==> config.mk <==
export PLATFORM = sky130hd
export DESIGN_NAME = audio_rom_arbiter
export DESIGN_NICKNAME = d
export VERILOG_FILES = /design/src/rtl/audio_rom_arbiter.sv
export SDC_FILE = /design/constraint.sdc
export NUM_CORES = 1
export LEC_CHECK = 0
export ABC_AREA = 1
export CAP_MARGIN = 20
export CORE_MARGIN = 8
export CORE_UTILIZATION = 37
export DETAILED_ROUTE_END_ITERATION = 10
export GPL_TIMING_DRIVEN = 0
export PLACE_DENSITY = 0.75
export RECOVER_POWER = 50
export SYNTH_ARGS = -nofsm -noshare
export SYNTH_HDL_FRONTEND = slang
export SYNTH_SLANG_ARGS = --single-unit
export TNS_END_PERCENT = 50
==> constraint.sdc <==
create_clock -name clk -period 1.3 [get_ports clk]
set_input_delay 0.325 -clock clk [delete_from_list [all_inputs] [get_ports clk]]
set_output_delay 0.325 -clock clk [all_outputs]
set_load 0.1 [all_outputs]
==> src/rtl/audio_rom_arbiter.sv <==
// Two-requester (CPU, AUX) read arbiter in front of a single-port audio ROM BRAM with registered output.
// Optional AUX read checksum, built only when AUDIO_ROM_ARB_CHKSUM_EN is defined.
module audio_rom_arbiter #(
  parameter int AW     = 14,
  parameter int DW     = 8,
  parameter int RD_LAT = 1
) (
  input  logic          clk,
  input  logic          rst,
  input  logic          cpu_req,
  input  logic [AW-1:0] cpu_addr,
  output logic          cpu_ack,
  output logic [DW-1:0] cpu_rdata,
  input  logic          aux_req,
  input  logic [AW-1:0] aux_addr,
  output logic          aux_ack,
  output logic [DW-1:0] aux_rdata,
  output logic [AW-1:0] rom_addr,
  input  logic [DW-1:0] rom_dout,
  output logic          busy
`ifdef AUDIO_ROM_ARB_CHKSUM_EN
  ,
  output logic [15:0]   aux_sum,
  input  logic          aux_sum_clr
`endif
);

  typedef enum logic {S_IDLE, S_WAIT} state_t;
  typedef enum logic {OWN_CPU, OWN_AUX} owner_t;

  localparam logic [2:0] LAT = 3'(RD_LAT);

  state_t        state_q;
  owner_t        owner_q;
  logic [2:0]    cnt_q;
  logic [AW-1:0] rom_addr_q;
  logic          cpu_ack_q;
  logic          aux_ack_q;
  logic [DW-1:0] cpu_rdata_q;
  logic [DW-1:0] aux_rdata_q;

  // A requester being acked this cycle sits out the next grant, so two
  // continuously-held requests alternate instead of the CPU hogging the ROM.
  logic cpu_elig;
  logic aux_elig;
  logic capture;

  assign cpu_elig = cpu_req & ~cpu_ack_q;
  assign aux_elig = aux_req & ~aux_ack_q;
  assign capture  = (state_q == S_WAIT) && (cnt_q == 3'd0);

  always_ff @(posedge clk or posedge rst) begin
    if (rst) begin
      state_q     <= S_IDLE;
      owner_q     <= OWN_CPU;
      cnt_q       <= 3'd0;
      rom_addr_q  <= '0;
      cpu_ack_q   <= 1'b0;
      aux_ack_q   <= 1'b0;
      cpu_rdata_q <= '0;
      aux_rdata_q <= '0;
    end else begin
      cpu_ack_q <= 1'b0;
      aux_ack_q <= 1'b0;
      case (state_q)
        S_IDLE: begin
          if (cpu_elig) begin
            rom_addr_q <= cpu_addr;
            owner_q    <= OWN_CPU;
            cnt_q      <= LAT;
            state_q    <= S_WAIT;
          end else if (aux_elig) begin
            rom_addr_q <= aux_addr;
            owner_q    <= OWN_AUX;
            cnt_q      <= LAT;
            state_q    <= S_WAIT;
          end
        end
        S_WAIT: begin
          if (cnt_q != 3'd0) begin
            cnt_q <= cnt_q - 3'd1;
          end else begin
            if (owner_q == OWN_CPU) begin
              cpu_rdata_q <= rom_dout;
              cpu_ack_q   <= 1'b1;
            end else begin
              aux_rdata_q <= rom_dout;
              aux_ack_q   <= 1'b1;
            end
            state_q <= S_IDLE;
          end
        end
        default: state_q <= S_IDLE;
      endcase
    end
  end

`ifdef AUDIO_ROM_ARB_CHKSUM_EN
  logic [15:0] aux_sum_q;

  always_ff @(posedge clk or posedge rst) begin
    if (rst) begin
      aux_sum_q <= 16'h0000;
    end else if (aux_sum_clr) begin
      aux_sum_q <= 16'h0000;
    end else if (capture && (owner_q == OWN_AUX)) begin
      aux_sum_q <= aux_sum_q + 16'(rom_dout);
    end
  end

  assign aux_sum = aux_sum_q;
`endif

  assign rom_addr  = rom_addr_q;
  assign cpu_ack   = cpu_ack_q;
  assign aux_ack   = aux_ack_q;
  assign cpu_rdata = cpu_rdata_q;
  assign aux_rdata = aux_rdata_q;
  assign busy      = (state_q == S_WAIT);

endmodule
Yosys cells after proc, flatten, opt, wreduce, memory -nomap -nowiden
Cells that the tools add are included.
- add/sub/neg operators: 1
- eq/ne operators: 2
- mux-type cells: 18
- bitwise gates (word level): 7
- reductions and logical operators: 6
- operators by type and width (cell ; count):
    2-to-1 mux 14 bit ; 2
    2-to-1 mux 1 bit ; 11
    2-to-1 mux 3 bit ; 3
    one-hot mux 3 bit (2 select lines) ; 1
    AND reduction 3 bit ; 2
    NOT 1 bit ; 5
    AND reduction 2 bit ; 2
    != test 3 bit (second input constant) ; 1
    nonzero test 3 bit ; 1
    subtractor 3 x 1 -> 3 bit (second input constant) ; 1
    bitwise AND 1 bit ; 2
    != test 2 x 1 -> 1 bit (second input constant) ; 1
    one-hot mux 1 bit (2 select lines) ; 1
    nonzero test 2 bit ; 1
- register bits after elaboration: 37
- input port bits: 40
- output and inout port bits: 33
- word-level logic and storage cells: 42

Longest topological paths before layout
- depth in word-level cells: 5
- depth in mapped cells: 8
- depth with buffers taken out: 7

Least setup slack after synthesis
No wires, ideal clock.
- path kind: register to register
- start: register cpu_ack_q, in the netlist cpu_ack
- end: register rom_addr_q[0], in the netlist rom_addr[0]
- library setup time: 68 ps
- arrival: 1827 ps
- path slack: -594 ps
- stages on the path, launching flop included: 9
- period minus slack after synthesis: 1894 ps
- cells stage by stage: dfrtp_1 > inv_1 > nand2_2 > nand2_1 > nand2_2 > buf_6 > buf_6 > nand2_1 > nand2_1
- cells in the longest elaborated chain, start to end: 4
- elaborated cells on any way between the ends: 5
- classes of those cells: 1 x mux; 2 x bitwise; 2 x reduce/logical
- ends and longest elaborated chain (element ; RTL line ; source):
    start: declaration ; 37 ; logic cpu_ack_q;
    start signal: assignment ; 58 ; cpu_ack_q <= 1'b0;
    start signal: assignment ; 63 ; cpu_ack_q <= 1'b0;
    start signal: assignment ; 85 ; cpu_ack_q <= 1'b1;
    NOT 1 bit * ; 48 ; assign cpu_elig = cpu_req & ~cpu_ack_q;
    bitwise AND 1 bit * ; 48 ;
    nonzero test 2 bit (no line) ; -- ;
    AND reduction 2 bit (no line) ; -- ;
    end signal: assignment ; 68 ; rom_addr_q <= cpu_addr;
    end signal: assignment ; 73 ; rom_addr_q <= aux_addr;
    end: declaration ; 36 ; logic [AW-1:0] rom_addr_q;
Mark *: on every way between the ends. The rest lies on a longest branch, timed or not.
A chain may end at the register's enable or synchronous reset.

Worst setup path after layout
- start: register state_q, in the netlist busy
- end: output port busy
- RTL lines (element ; RTL line ; source):
    start: declaration ; 33 ; state_t state_q;
    start signal: assignment ; 54 ; state_q <= S_IDLE;
    start signal: assignment ; 71 ; state_q <= S_WAIT;
    start signal: assignment ; 76 ; state_q <= S_WAIT;
    end: declaration ; 20 ; output logic busy
No word-level cell between the ends.

==> reports/results.tsv <==
stage	metric	value	unit
outcome	status	finished, violations left	
outcome	failing checks	negative setup slack	
finish	Final nets	338	
place	RePlAce Congestion	0.714	
finish	number of antenna cells inserted	0	
timing	fin. max-slew vios	0	
yosys	Cells after Synth	202	
floorplan	Die Footprint	0.00685	mm2
yosys	post-synthesis sequential area ratio	56.2	%
detailed_routing	Avg WL per Cell	13.4	um
clock_network	CTS root buf	clkbuf_8	
timing	Worst slew margin	50.8	%
floorplan	die height	82.7	um
global_routing	pin count of the biggest net entering global routing	38	
place	dpl hpwl	3320	um
setup_path	Worst Path Required	0.98	ns
finish	area grow syn2layout	69.6	%
clock_network	H-Tree Depth	2	
setup_path	Crit-path slowest cell	dfrtp_4	
yosys	post-synth cell types	14	
timing	Slew @ Worst Pin	0.738	ns
global_routing	first-pass GRT wire length	7250	um
setup_path	Arrival @ worst endpoint	0.98	ns
timing	Period minus WS final	1.31	ns
clock_network	Skew-Pair Late Insertion Delay	0.28	ns
global_routing	Congestion Overflow GR	0	
timing	unrepaired setup endpoints after global routing	yes	
timing	Final Hold Fails	0	
timing	Min Hold Slack	0.478	ns
timing	clock skew	0.00231	ns
finish	share of layout cells above drive strength 1	30.3	%
timing	Final setup viols	1	
flow_run	total of max-cap violations	0	
floorplan	initial core utilization	38.1	%
detailed_routing	drt total wl	4690	um
setup_path	worst-path maximum fanout	5	
place	Post-DP Area	0.00245	mm2
yosys	Avg Cell Area, Syn	8.16	um2
setup_path	CP peak stage delay	0.51	ns
timing	PnR worst setup slack	-0.00563	ns
clock_network	TritonCTS Sinks	37	
setup_path	CP bufs+invs	1	
detailed_routing	# DRC	0	
detailed_routing	DR iter-0 viols	73	
global_routing	total track usage	13.7	%
floorplan	core area	0.00432	mm2
floorplan	IO Pins	73	
clock_network	worst-case clock buffer depth	2	
detailed_routing	vias	1592	
place	I/O Buffers	72	
yosys	#FFs+latches synth	37	
hold_path	Hold Path Class	in -> async	
detailed_routing	Routed Antenna Nets	0	
clock_network	CTS Buf Count	5	
setup_path	CP Cell Sequence	buf_12	
global_routing	initial antenna violation count	0	
clock_network	CTS tree	yes	
floorplan	# rows	24	
detailed_routing	First-pass DRT Iterations	4	
yosys	Synth Warn #	0	
yosys	mapped cell area	0.00165	mm2
timing	period utilisation layout	100	%
global_routing	vias in the first global route	1583	
yosys	Syn Nets	244	
finish	design area	0.00279	mm2
setup_path	crit-path leading delay family	flip-flops	
clock_network	hold_buf cts	0	
setup_path	Setup Crit Path Kind	reg -> out	
clock_network	clk slew on worst S/H paths	0.07	ns
detailed_routing	vias per std cell	4.56	
setup_path	crit path launch type	flip-flop	
timing	fmax	766	MHz
floorplan	die width	82.7	um
setup_path	CP Capture Type	primary output	
-- registers in the layout (all words and copies together), names as in the netlist --
signal     count
busy           1
cpu_ack        1
aux_rdata      8
owner_q        1
rom_addr      14
aux_ack        1
cpu_rdata      8
cnt_q          3
-- layout make-up --
type,instances,area [um2]
multi-input cells,137,693
fillers,366,1530
clock buffers,6,72.6
flip-flops and latches,37,935
clock inverters,2,10.0
inverters,20,80.1
repair buffers,88,868
well taps,52,65.1
plain buffers,7,70.1
-- placed cells by master (no fill, tap or decap) --
cell type,netlist,layout
nand2_1,93,84
clkdlybuf4s50_1,0,38
dfrtp_1,37,34
buf_4,1,26
buf_6,2,23
nand3_1,20,18
inv_1,19,14
o21ai_1,0,12
nand2_2,2,7
inv_2,1,5
clkbuf_8,0,5
o21ai_0,16,4
nand2_4,0,3
buf_2,5,3
nand3_4,0,2
or2_2,2,2
ha_4,0,2
dfrtp_4,0,2
clkinv_2,0,2
buf_12,0,2
clkinv_4,0,1
nand2_8,0,1
buf_8,0,1
nor2_1,1,1
a21oi_2,1,1
dfrtp_2,0,1
clkbuf_1,0,1
clkbuf_16,0,1
dlygate4sd2_1,0,1
-- cell usage after synthesis --
cell type / n / share of area, %
nand2_1: 93 / 21
o21ai_0: 16 / 4.9
buf_4: 1 / 0.46
nor2_1: 1 / 0.23
ha_1: 2 / 1.5
inv_1: 19 / 4.3
nand2_2: 2 / 0.76
or2_2: 2 / 0.76
nand3_1: 20 / 6.1
a21oi_2: 1 / 0.53
buf_6: 2 / 1.4
buf_2: 5 / 1.5
dfrtp_1: 37 / 56
inv_2: 1 / 0.23
-- layer usage --
metal | routed length [um] | track usage [%] | vias up
met1 | 2040 | 15.8 | 712
li1 | - | - | 811
met2 | 2050 | 21.8 | 63
met3 | 547 | 6.82 | 6
met4 | 53 | 4.14 | 0
met5 | 0 | 0 | -
-- final timing paths --
check / from / endpoint / slack (ns) / cells after the start
max: busy / busy / -0.006 / 1
min: rst / cpu_ack / 0.48 / 2
max reg2reg: cnt_q[0] / cnt_q[1] / 0.02 / 7
min reg2reg: rom_addr[9] / rom_addr[9] / 0.48 / 2
max in group asynchronous: rst / busy / 0.26 / 2
min in group clk: rom_addr[9] / rom_addr[9] / 0.48 / 2
-- stage by stage --
| stage | worst slack, ns | setup TNS, ns | util [%] | cells |
|---|---|---|---|---|
| 3_3_place_gp | -0.878 | -53.71 | 56.7 | 326 |
| 6_report | -0.00563 | -0.00563 | 64.6 | 349 |
| 3_5_place_dp | -0.613 | -30.42 | 56.7 | 326 |
| 2_1_floorplan | -0.0949 | -1.57 | - | 202 |
| 4_1_cts | -0.0713 | -0.250 | 58.7 | 334 |
| 5_1_grt | -0.0544 | -0.758 | 64.6 | 349 |
-- cells by family (layout without fill, tap and decap cells) --
| family | after synthesis | in the layout | synth area share [%] |
|---|---|---|---|
| AND/OR/NAND/NOR | 118 | 118 | 29.0 |
| flip-flops | 37 | 37 | 56.2 |
| buffers and inverters | 28 | 123 | 7.90 |
| AO/OA/AOI/OAI | 17 | 17 | 5.39 |
| adder cells (fa/ha/maj) | 2 | 2 | 1.52 |
-- what timing repair did --
item                                    in CTS  in global routing
pin swaps                                    1                  7
buffers inserted                             0                 13
resized for setup                          225                 43
endpoints found under the setup margin      66                 46
cloned                                       0                  3
Power is not shown: default switching activity piles up to over one toggle a cycle in this logic, so the estimate is an artifact.
